File: config.mk
export PLATFORM = sky130hd
export DESIGN_NAME = cdb_arbiter
export DESIGN_NICKNAME = d
export VERILOG_FILES = /design/src/rtl/tomasulo_pkg.sv /design/src/rtl/rr_pick.sv /design/src/rtl/cdb_arbiter.sv
export SDC_FILE = /design/constraint.sdc
export NUM_CORES = 1
export LEC_CHECK = 0
export CORE_MARGIN = 1.5
export CORE_UTILIZATION = 30
export CTS_CLUSTER_SIZE = 20
export DETAILED_ROUTE_END_ITERATION = 8
export HOLD_SLACK_MARGIN = 0.1
export PLACE_DENSITY = 0.7
export SETUP_SLACK_MARGIN = 0.1
export SLEW_MARGIN = 0
export SYNTH_ARGS = -nofsm -noshare
export SYNTH_HDL_FRONTEND = slang
export SYNTH_HIERARCHICAL = 1
export SYNTH_SLANG_ARGS = --single-unit
File: constraint.sdc
create_clock -name clk -period 6.8 [get_ports clk]
set_clock_uncertainty 0.1 [all_clocks]
set_input_delay 1.36 -clock clk [delete_from_list [all_inputs] [get_ports clk]]
set_output_delay 1.36 -clock clk [all_outputs]
set_load 0.05 [all_outputs]
File: src/rtl/tomasulo_pkg.sv
// Shared Tomasulo datapath constants: functional-unit count, bus widths,
// functional-unit index map and the reserved "no producer" tag.
package tomasulo_pkg;

  localparam int NUM_FU  = 4;
  localparam int DATA_W  = 32;
  localparam int LABEL_W = 4;

  localparam int FU_ALU = 0;
  localparam int FU_MUL = 1;
  localparam int FU_DIV = 2;
  localparam int FU_LS  = 3;

  localparam logic [LABEL_W-1:0] LABEL_NONE = '0;

endpackage

File: src/rtl/rr_pick.sv
// Rotating priority encoder: grants the first asserted request found when
// scanning upward from the pointer, wrapping modulo N. Purely combinational
// so it can also serve the reservation-station issue selectors.
module rr_pick #(
  parameter int N     = 4,
  parameter int IDX_W = (N > 1) ? $clog2(N) : 1
) (
  input  logic [N-1:0]     i_req,
  input  logic [IDX_W-1:0] i_ptr,
  output logic [N-1:0]     o_grant,
  output logic [IDX_W-1:0] o_idx,
  output logic             o_valid
);

  logic [IDX_W-1:0] w_pos;

  // Walk the requesters in priority order starting at the pointer; first hit wins.
  always_comb begin
    o_grant = '0;
    o_idx   = '0;
    o_valid = 1'b0;
    w_pos   = '0;
    for (int k = 0; k < N; k++) begin
      w_pos = IDX_W'((int'(i_ptr) + k) % N);
      if (!o_valid && i_req[w_pos]) begin
        o_grant[w_pos] = 1'b1;
        o_idx          = w_pos;
        o_valid        = 1'b1;
      end
    end
  end

endmodule

File: src/rtl/cdb_arbiter.sv
// Common data bus arbiter: round-robin grant among the functional units,
// registered one-cycle-later broadcast of the winning result, and a sticky
// flag for requests that carry the reserved label 0.
import tomasulo_pkg::*;

module cdb_arbiter #(
  parameter int NUM_FU  = tomasulo_pkg::NUM_FU,
  parameter int DATA_W  = tomasulo_pkg::DATA_W,
  parameter int LABEL_W = tomasulo_pkg::LABEL_W
) (
  input  logic                      clk,
  input  logic                      RST,
  input  logic [NUM_FU-1:0]         require,
  input  logic [NUM_FU*DATA_W-1:0]  data,
  input  logic [NUM_FU*LABEL_W-1:0] label,
  input  logic                      hold,
  output logic [NUM_FU-1:0]         requireAC,
  output logic                      BCEN,
  output logic [DATA_W-1:0]         BCdata,
  output logic [LABEL_W-1:0]        BClabel,
  output logic                      tag_err
);

  localparam int PTR_W = (NUM_FU > 1) ? $clog2(NUM_FU) : 1;

  logic [NUM_FU-1:0]  w_valid;
  logic [NUM_FU-1:0]  w_zeroLabel;
  logic [NUM_FU-1:0]  w_req;
  logic [NUM_FU-1:0]  w_grant;
  logic [PTR_W-1:0]   w_idx;
  logic               w_any;
  logic [DATA_W-1:0]  w_selData;
  logic [LABEL_W-1:0] w_selLabel;

  logic [PTR_W-1:0]   r_rrPtr;
  logic               r_bcen;
  logic [DATA_W-1:0]  r_bcData;
  logic [LABEL_W-1:0] r_bcLabel;
  logic               r_tagErr;

  // Split each request into "grantable" (real tag) and "bad" (label 0, never granted).
  always_comb begin
    w_valid     = '0;
    w_zeroLabel = '0;
    for (int i = 0; i < NUM_FU; i++) begin
      if (label[i*LABEL_W +: LABEL_W] == LABEL_W'(LABEL_NONE)) begin
        w_zeroLabel[i] = require[i];
      end else begin
        w_valid[i] = require[i];
      end
    end
  end

  // Reset and stall both suppress every grant, so the picker sees no requests.
  assign w_req = (RST || hold) ? '0 : w_valid;

  rr_pick #(
    .N     (NUM_FU),
    .IDX_W (PTR_W)
  ) u_pick (
    .i_req   (w_req),
    .i_ptr   (r_rrPtr),
    .o_grant (w_grant),
    .o_idx   (w_idx),
    .o_valid (w_any)
  );

  assign requireAC = w_grant;

  // Route the granted unit's result and tag toward the broadcast register.
  always_comb begin
    w_selData  = '0;
    w_selLabel = '0;
    for (int i = 0; i < NUM_FU; i++) begin
      if (w_grant[i]) begin
        w_selData  = data[i*DATA_W +: DATA_W];
        w_selLabel = label[i*LABEL_W +: LABEL_W];
      end
    end
  end

  // Broadcast register, round-robin pointer advance and sticky bad-tag flag.
  always_ff @(posedge clk) begin
    if (RST) begin
      r_rrPtr   <= '0;
      r_bcen    <= 1'b0;
      r_bcData  <= '0;
      r_bcLabel <= '0;
      r_tagErr  <= 1'b0;
    end else begin
      r_bcen <= w_any;
      if (w_any) begin
        r_bcData  <= w_selData;
        r_bcLabel <= w_selLabel;
        r_rrPtr   <= (w_idx == PTR_W'(NUM_FU - 1)) ? '0 : w_idx + PTR_W'(1);
      end
      if (|w_zeroLabel) begin
        r_tagErr <= 1'b1;
      end
    end
  end

  assign BCEN    = r_bcen;
  assign BCdata  = r_bcData;
  assign BClabel = r_bcLabel;
  assign tag_err = r_tagErr;

endmodule

# == After elaboration in Yosys (flattened, before gate mapping) ==
# Cells that the tools add are included.
# op_classes
add_sub_neg,4
n_lt_le_gt_ge,8
n_eq_ne,1
mux,46
bitwise,3
n_reduce_logical,16
# op_table
operator,count
$mux 32,4
$mux 4,9
$mux 1,20
$logic_not 4->1,4
$lt 2x3->1 const B,4
$or 4x4->4,3
$mux 2,5
$bmux 1 s2,4
$demux 1 s2,4
$ge 2x1->1 const B,4
$logic_and 1x1->1,7
$add 2x1->2 const B,2
$add 2x2->2 const B,2
$reduce_or 4->1,1
$logic_not 1->1,3
$eq 2x2->1 const B,1
$logic_or 1x1->1,1
# totals
regBits,40
in_bits,151
out_inout_bits,42
word_cells,83

# == Longest topological paths before layout ==
# logic_depth
depth_word,19
mapped_depth,13
depth_no_buf,10

# == Modules after synthesis ==
# The synthesis kept the hierarchy.
# modules_own_cells
module,n_inst,cells_each,area_per_inst_um2,seq_area_each_um2
cdb_arbiter,1,357,2942.8,800.8
rr_pick,1,45,421.7,0.0

# == Least setup slack after synthesis ==
# Ideal clock, no wire load.
# synth_path
path_type,input -> output
start,input label[14]
end,output requireAC[1]
t_arrival_ns,4.380
required_ns,5.340
path_slack_ns,0.960
path_stages,7
path_buffers,1
cell_sequence,or4_2 > and3_2 > mux4_2 > buf_6 > and2b_2 > a22oi_1 > o21ai_0
# synth_between
elab_chain_len,15
elab_cells_between_ends,27
cone_classes,mux: 17; bitwise: 3; reduce/logical: 7
# synth_lines
element,line,text
"start, declared",cdb_arbiter.sv:15,"input logic [NUM_FU*LABEL_W-1:0] label,"
$logic_not 4->1 *,cdb_arbiter.sv:46,if (label[i*LABEL_W +: LABEL_W] == LABEL_W'(LABEL_NONE)) begin
$mux 1 *,cdb_arbiter.sv:46,
$mux 4 *,cdb_arbiter.sv:55,assign w_req = (RST || hold) ? '0 : w_valid;
via w_req[3],cdb_arbiter.sv:28,logic [NUM_FU-1:0] w_req;
$bmux 1 s2,rr_pick.sv:25,if (!o_valid && i_req[w_pos]) begin
$mux 1 (implied by the code),rr_pick.sv:25,
$mux 1,rr_pick.sv:25,
$logic_not 1->1,rr_pick.sv:25,
$logic_and 1x1->1,rr_pick.sv:25,
$mux 1,rr_pick.sv:25,
$logic_not 1->1,rr_pick.sv:25,
$logic_and 1x1->1,rr_pick.sv:25,
$mux 1,rr_pick.sv:25,
$logic_not 1->1,rr_pick.sv:25,
$logic_and 1x1->1,rr_pick.sv:25,
$mux 4 *,rr_pick.sv:25,
"end, declared",cdb_arbiter.sv:17,"output logic [NUM_FU-1:0] requireAC,"
# The timed path passes the listed nets; every way through them passes the cells marked *. The select of a mux whose other input is x is not followed.

# == Worst setup path in the final report ==
# layout_path
start,input label[14]
end,output requireAC[3]
# The elaborated chain is that of the path after synthesis.

==> results.txt <==
----------------------------------------------------
[Status]
  Outcome ... completed

[Synthesis]
  Post-Synthesis Cells ... between 400 and 500
  Synth Area in Simple Gates ... 20.60%
  FFs w/ async S/R, synth ... 0%
  Count of yosys warnings during synthesis ... 6
  Netlist cell types ... 37
  Post-synthesis sequential area ratio ... approximately a quarter
  Number of flip-flops and latches in the synthesized netlist ... 40
  Mapped Area ... 0.003364 mm²
  Number of enable-type register cells in the synthesized netlist ... 0
  Synth Area in Adders ... 2.231%
  Multiplexer area fraction after synthesis ... 4.425%
  Per-instance average area after synthesis ... between 8 and 9 µm²
  Xor/xnor cell area share of the yosys netlist ... 0%
  Post-Synthesis Net Count ... 559
  Synth Area in Compound Gates ... a little over a third
  Dominant combinational cell family by area after synthesis ... compound AO/OA/AOI/OAI gates
  Commonest register cell after synthesis ... sky130_fd_sc_hd__dfxtp_1

[Place]
  Final RePlAce weighted congestion ... 0.8028
  Placed cell areas ... 0.005314 mm²
  # placed instances ... 695
  Pre-CTS setup slack ... 0.9095 ns
  Port Buf Inserts ... 192
  Dpl hpwl ... 7.996 mm

[Critical path]
  Critical Path AT ... approximately 4.5 ns
  Cell with the largest stage delay on the worst path ... sky130_fd_sc_hd__or4_2
  Crit start category ... primary input
  Worst path top cell family by delay ... simple AND/OR/NAND/NOR gates
  Req. time, crit path ... 5.34 ns
  Kind of critical path ... in -> out
  Largest fanout of any net on the critical path ... 13
  Critical path capture point type ... output pin
  Worst path max stage delay ... 0.73 ns
  Number of buffers and inverters on the critical path ... 2
  Cells along the critical path ... clkdlybuf4s50_1 -> or4_2 -> and3_2 -> mux4_2 -> nor4b_4 -> a22oi_1 -> o21ai_4 -> buf_4

[Global routing]
  First-pass GRT wire length ... 17.25 mm
  Maximum number of pins on one net before global-route repair ... 76
  Vias in the first global route ... ~3500
  Antenna violations before repair ... 0
  Tot GR Track Use ... a little under a fifth
  Total grt overflow ... 0

[Cells and area]
  Area of combinational cells with multiple inputs ... 0.002191 mm²
  Area Growth Syn to Fin ... 61.14%
  Most common cell after layout, fill and taps aside ... sky130_fd_sc_hd__clkdlybuf4s50_1
  Net count of the finished layout ... 719
  Footprint of the flip-flops and latches ... ~800 µm²
  N_diodes ... 0
  Final Non-Filler Cells ... 703
  Commonest cells after routing, fill and taps aside ... sky130_fd_sc_hd__clkdlybuf4s50_1 (187), sky130_fd_sc_hd__inv_1 (44), sky130_fd_sc_hd__nor2_1 (43)
  Final non-filler cell area ... about 0.0054 mm²
  Count of filler cells inserted in the layout ... 1039
  Layout cells sized above 1 ... 11.55%

[Floorplanning]
  Starting Density ... 30.90%
  Die height ... 108.9 µm
  Placement row count ... 38
  Area of the die ... 0.01186 mm²
  Die Width ... 108.9 µm
  Num ports ... 193
  Std-Cell Core Area ... 0.01089 mm²

[Pwr]
  Power dissipated by switching net loads ... 0.001048 W
  Internal power consumption ... approximately 0.0011 W
  Cell Pwr Density ... 387.9 mW/mm²
  Combinational share of power ... 72.6%
  Clock share of power ... 9.0%
  Flop pwr share ... between 10% and 20%
  Net switching fraction of the power ... 49.84%
  Worst IR drop on VDD ... 0.4544 mV
  LEAKAGE ... ~1.9 nW

[Route]
  Detailed router's first-iteration violation count ... 155
  Post-detailed-route via-to-cell ratio ... around 5.2
  Drt pass-1 iters ... 4
  Drt total wl ... 10.99 mm
  Number of nets with antenna violations after detailed routing ... 0
  DRC ... 0
  Total number of vias ... 3655
  DR WL/cell ... 15.64 µm

[Clocking]
  Number of clock sinks seen by CTS ... 40
  Number of H-tree levels ... 2
  Clock buffer depth ... 2
  CTS root buffer ... sky130_fd_sc_hd__clkbuf_8
  Number of buffers inserted by hold repair at cts ... 0
  Cts bufs inserted ... 5
  Source-to-sink clock delay at the later pin of the worst-skew pair ... 0.28 ns
  CTS tree ... done
  Number of buffers inserted by post-CTS setup repair ... 0
  PostCTS Resize Cnt ... 0
  Clock Pin Slew Worst Setup and Hold Paths ... about 0.080 ns

[Timing]
  Final number of hold-violating endpoints ... 0
  Endpoints failing setup ... 0
  Final period util ... 86.93%
  Slew at the pin closest to its max-slew limit ... 1.020 ns
  Setup slack after layout ... 0.8888 ns
  Total Negative Setup Slacks ... 0 ns
  Max Clk Rate ... ~170 MHz
  Fin crit period ... 5.911 ns
  Unrepaired setup endpoints after global routing ... false
  Slew margin rel. ... 32.01%
  Number of pins exceeding their max-slew limit in the final report ... 0

[Job]
  Max_cap viols ... 0

[Worst hold path]
  Worst min-delay path category ... reg -> reg

----------------------------------------------------
[final timing paths]
path / from / to / slack, ns / cells after the start
max: label[14] / requireAC[3] / 0.89 / 8
min: tag_err / tag_err / 0.41 / 1
max reg2reg: r_rrPtr[0] / BCdata[4] / 2.86 / 10
min reg2reg: tag_err / tag_err / 0.41 / 1
[stage by stage]
step	power (W)	utilization (%)	hold slack, ns
CTS	0.002126	49.79	0.4098
detailed placement	0.001926	48.80	0.3901
global route	0.002247	49.79	0.4191
finish	0.002103	49.79	0.4102
global placement	0.001901	48.80	0.3741
floorplan	0.001536	-	0.4488
[cell usage after synthesis, drive strengths merged, types with 4 or more instances]
library cell	count	area, µm²
nand2	36	135.1
a22oi	8	60.06
a221o	36	360.4
nor2	43	161.4
dfxtp	40	800.8
buf	24	177.7
a311oi	36	540.5
mux2i	4	40.04
ha	6	75.07
clkbuf	20	82.57
and3	4	26.28
o21ai	5	25.02
a21oi	36	180.2
or4	4	31.28
inv	44	165.2
nand3b	36	270.3
mux4	4	97.59
[power by group through the flow]
stage	Combinational [W]	Clock [W]	Sequential (W)
2_1_floorplan	0.000859	0	0.000677
3_3_place_gp	0.00151	0	0.000388
3_5_place_dp	0.00153	0	0.000392
4_1_cts	0.00154	0.000200	0.000389
5_1_grt	0.00164	0.000208	0.000403
6_report	0.00153	0.000189	0.000388
[per-layer routing]
| metal | up-vias | part of all wire, % | GRT usage [%] |
|---|---|---|---|
| met5 | - | 0 | 0 |
| met4 | 0 | 1.4 | 4.417 |
| met3 | 12 | 5.9 | 3.407 |
| met2 | 125 | 50 | 32.23 |
| met1 | 1710 | 42 | 22.40 |
| li1 | 1808 | - | - |
[cells by family after synthesis]
group,after synthesis
and+or+nand+nor,131
AOI/OAI and AO/OA,128
buffers and inverters,88
DFF,40
muxes,9
adders and majority gates,6
[flip-flops by register name (all words and copies together) (netlist names)]
signal,flops
r_rrPtr,2
BCdata,32
BClabel,4
BCEN,1
tag_err,1
[area by class of cell]
cell class | count | area share [%]
clock buffers | 6 | 1.339
inverters | 44 | 3.046
clock inverters | 2 | 0.6462
multi-input cells | 274 | 40.41
well taps | 140 | 3.231
repair buffers | 197 | 36.56
flip-flops and latches | 40 | 14.77
Power figures use the tool's default switching activity.
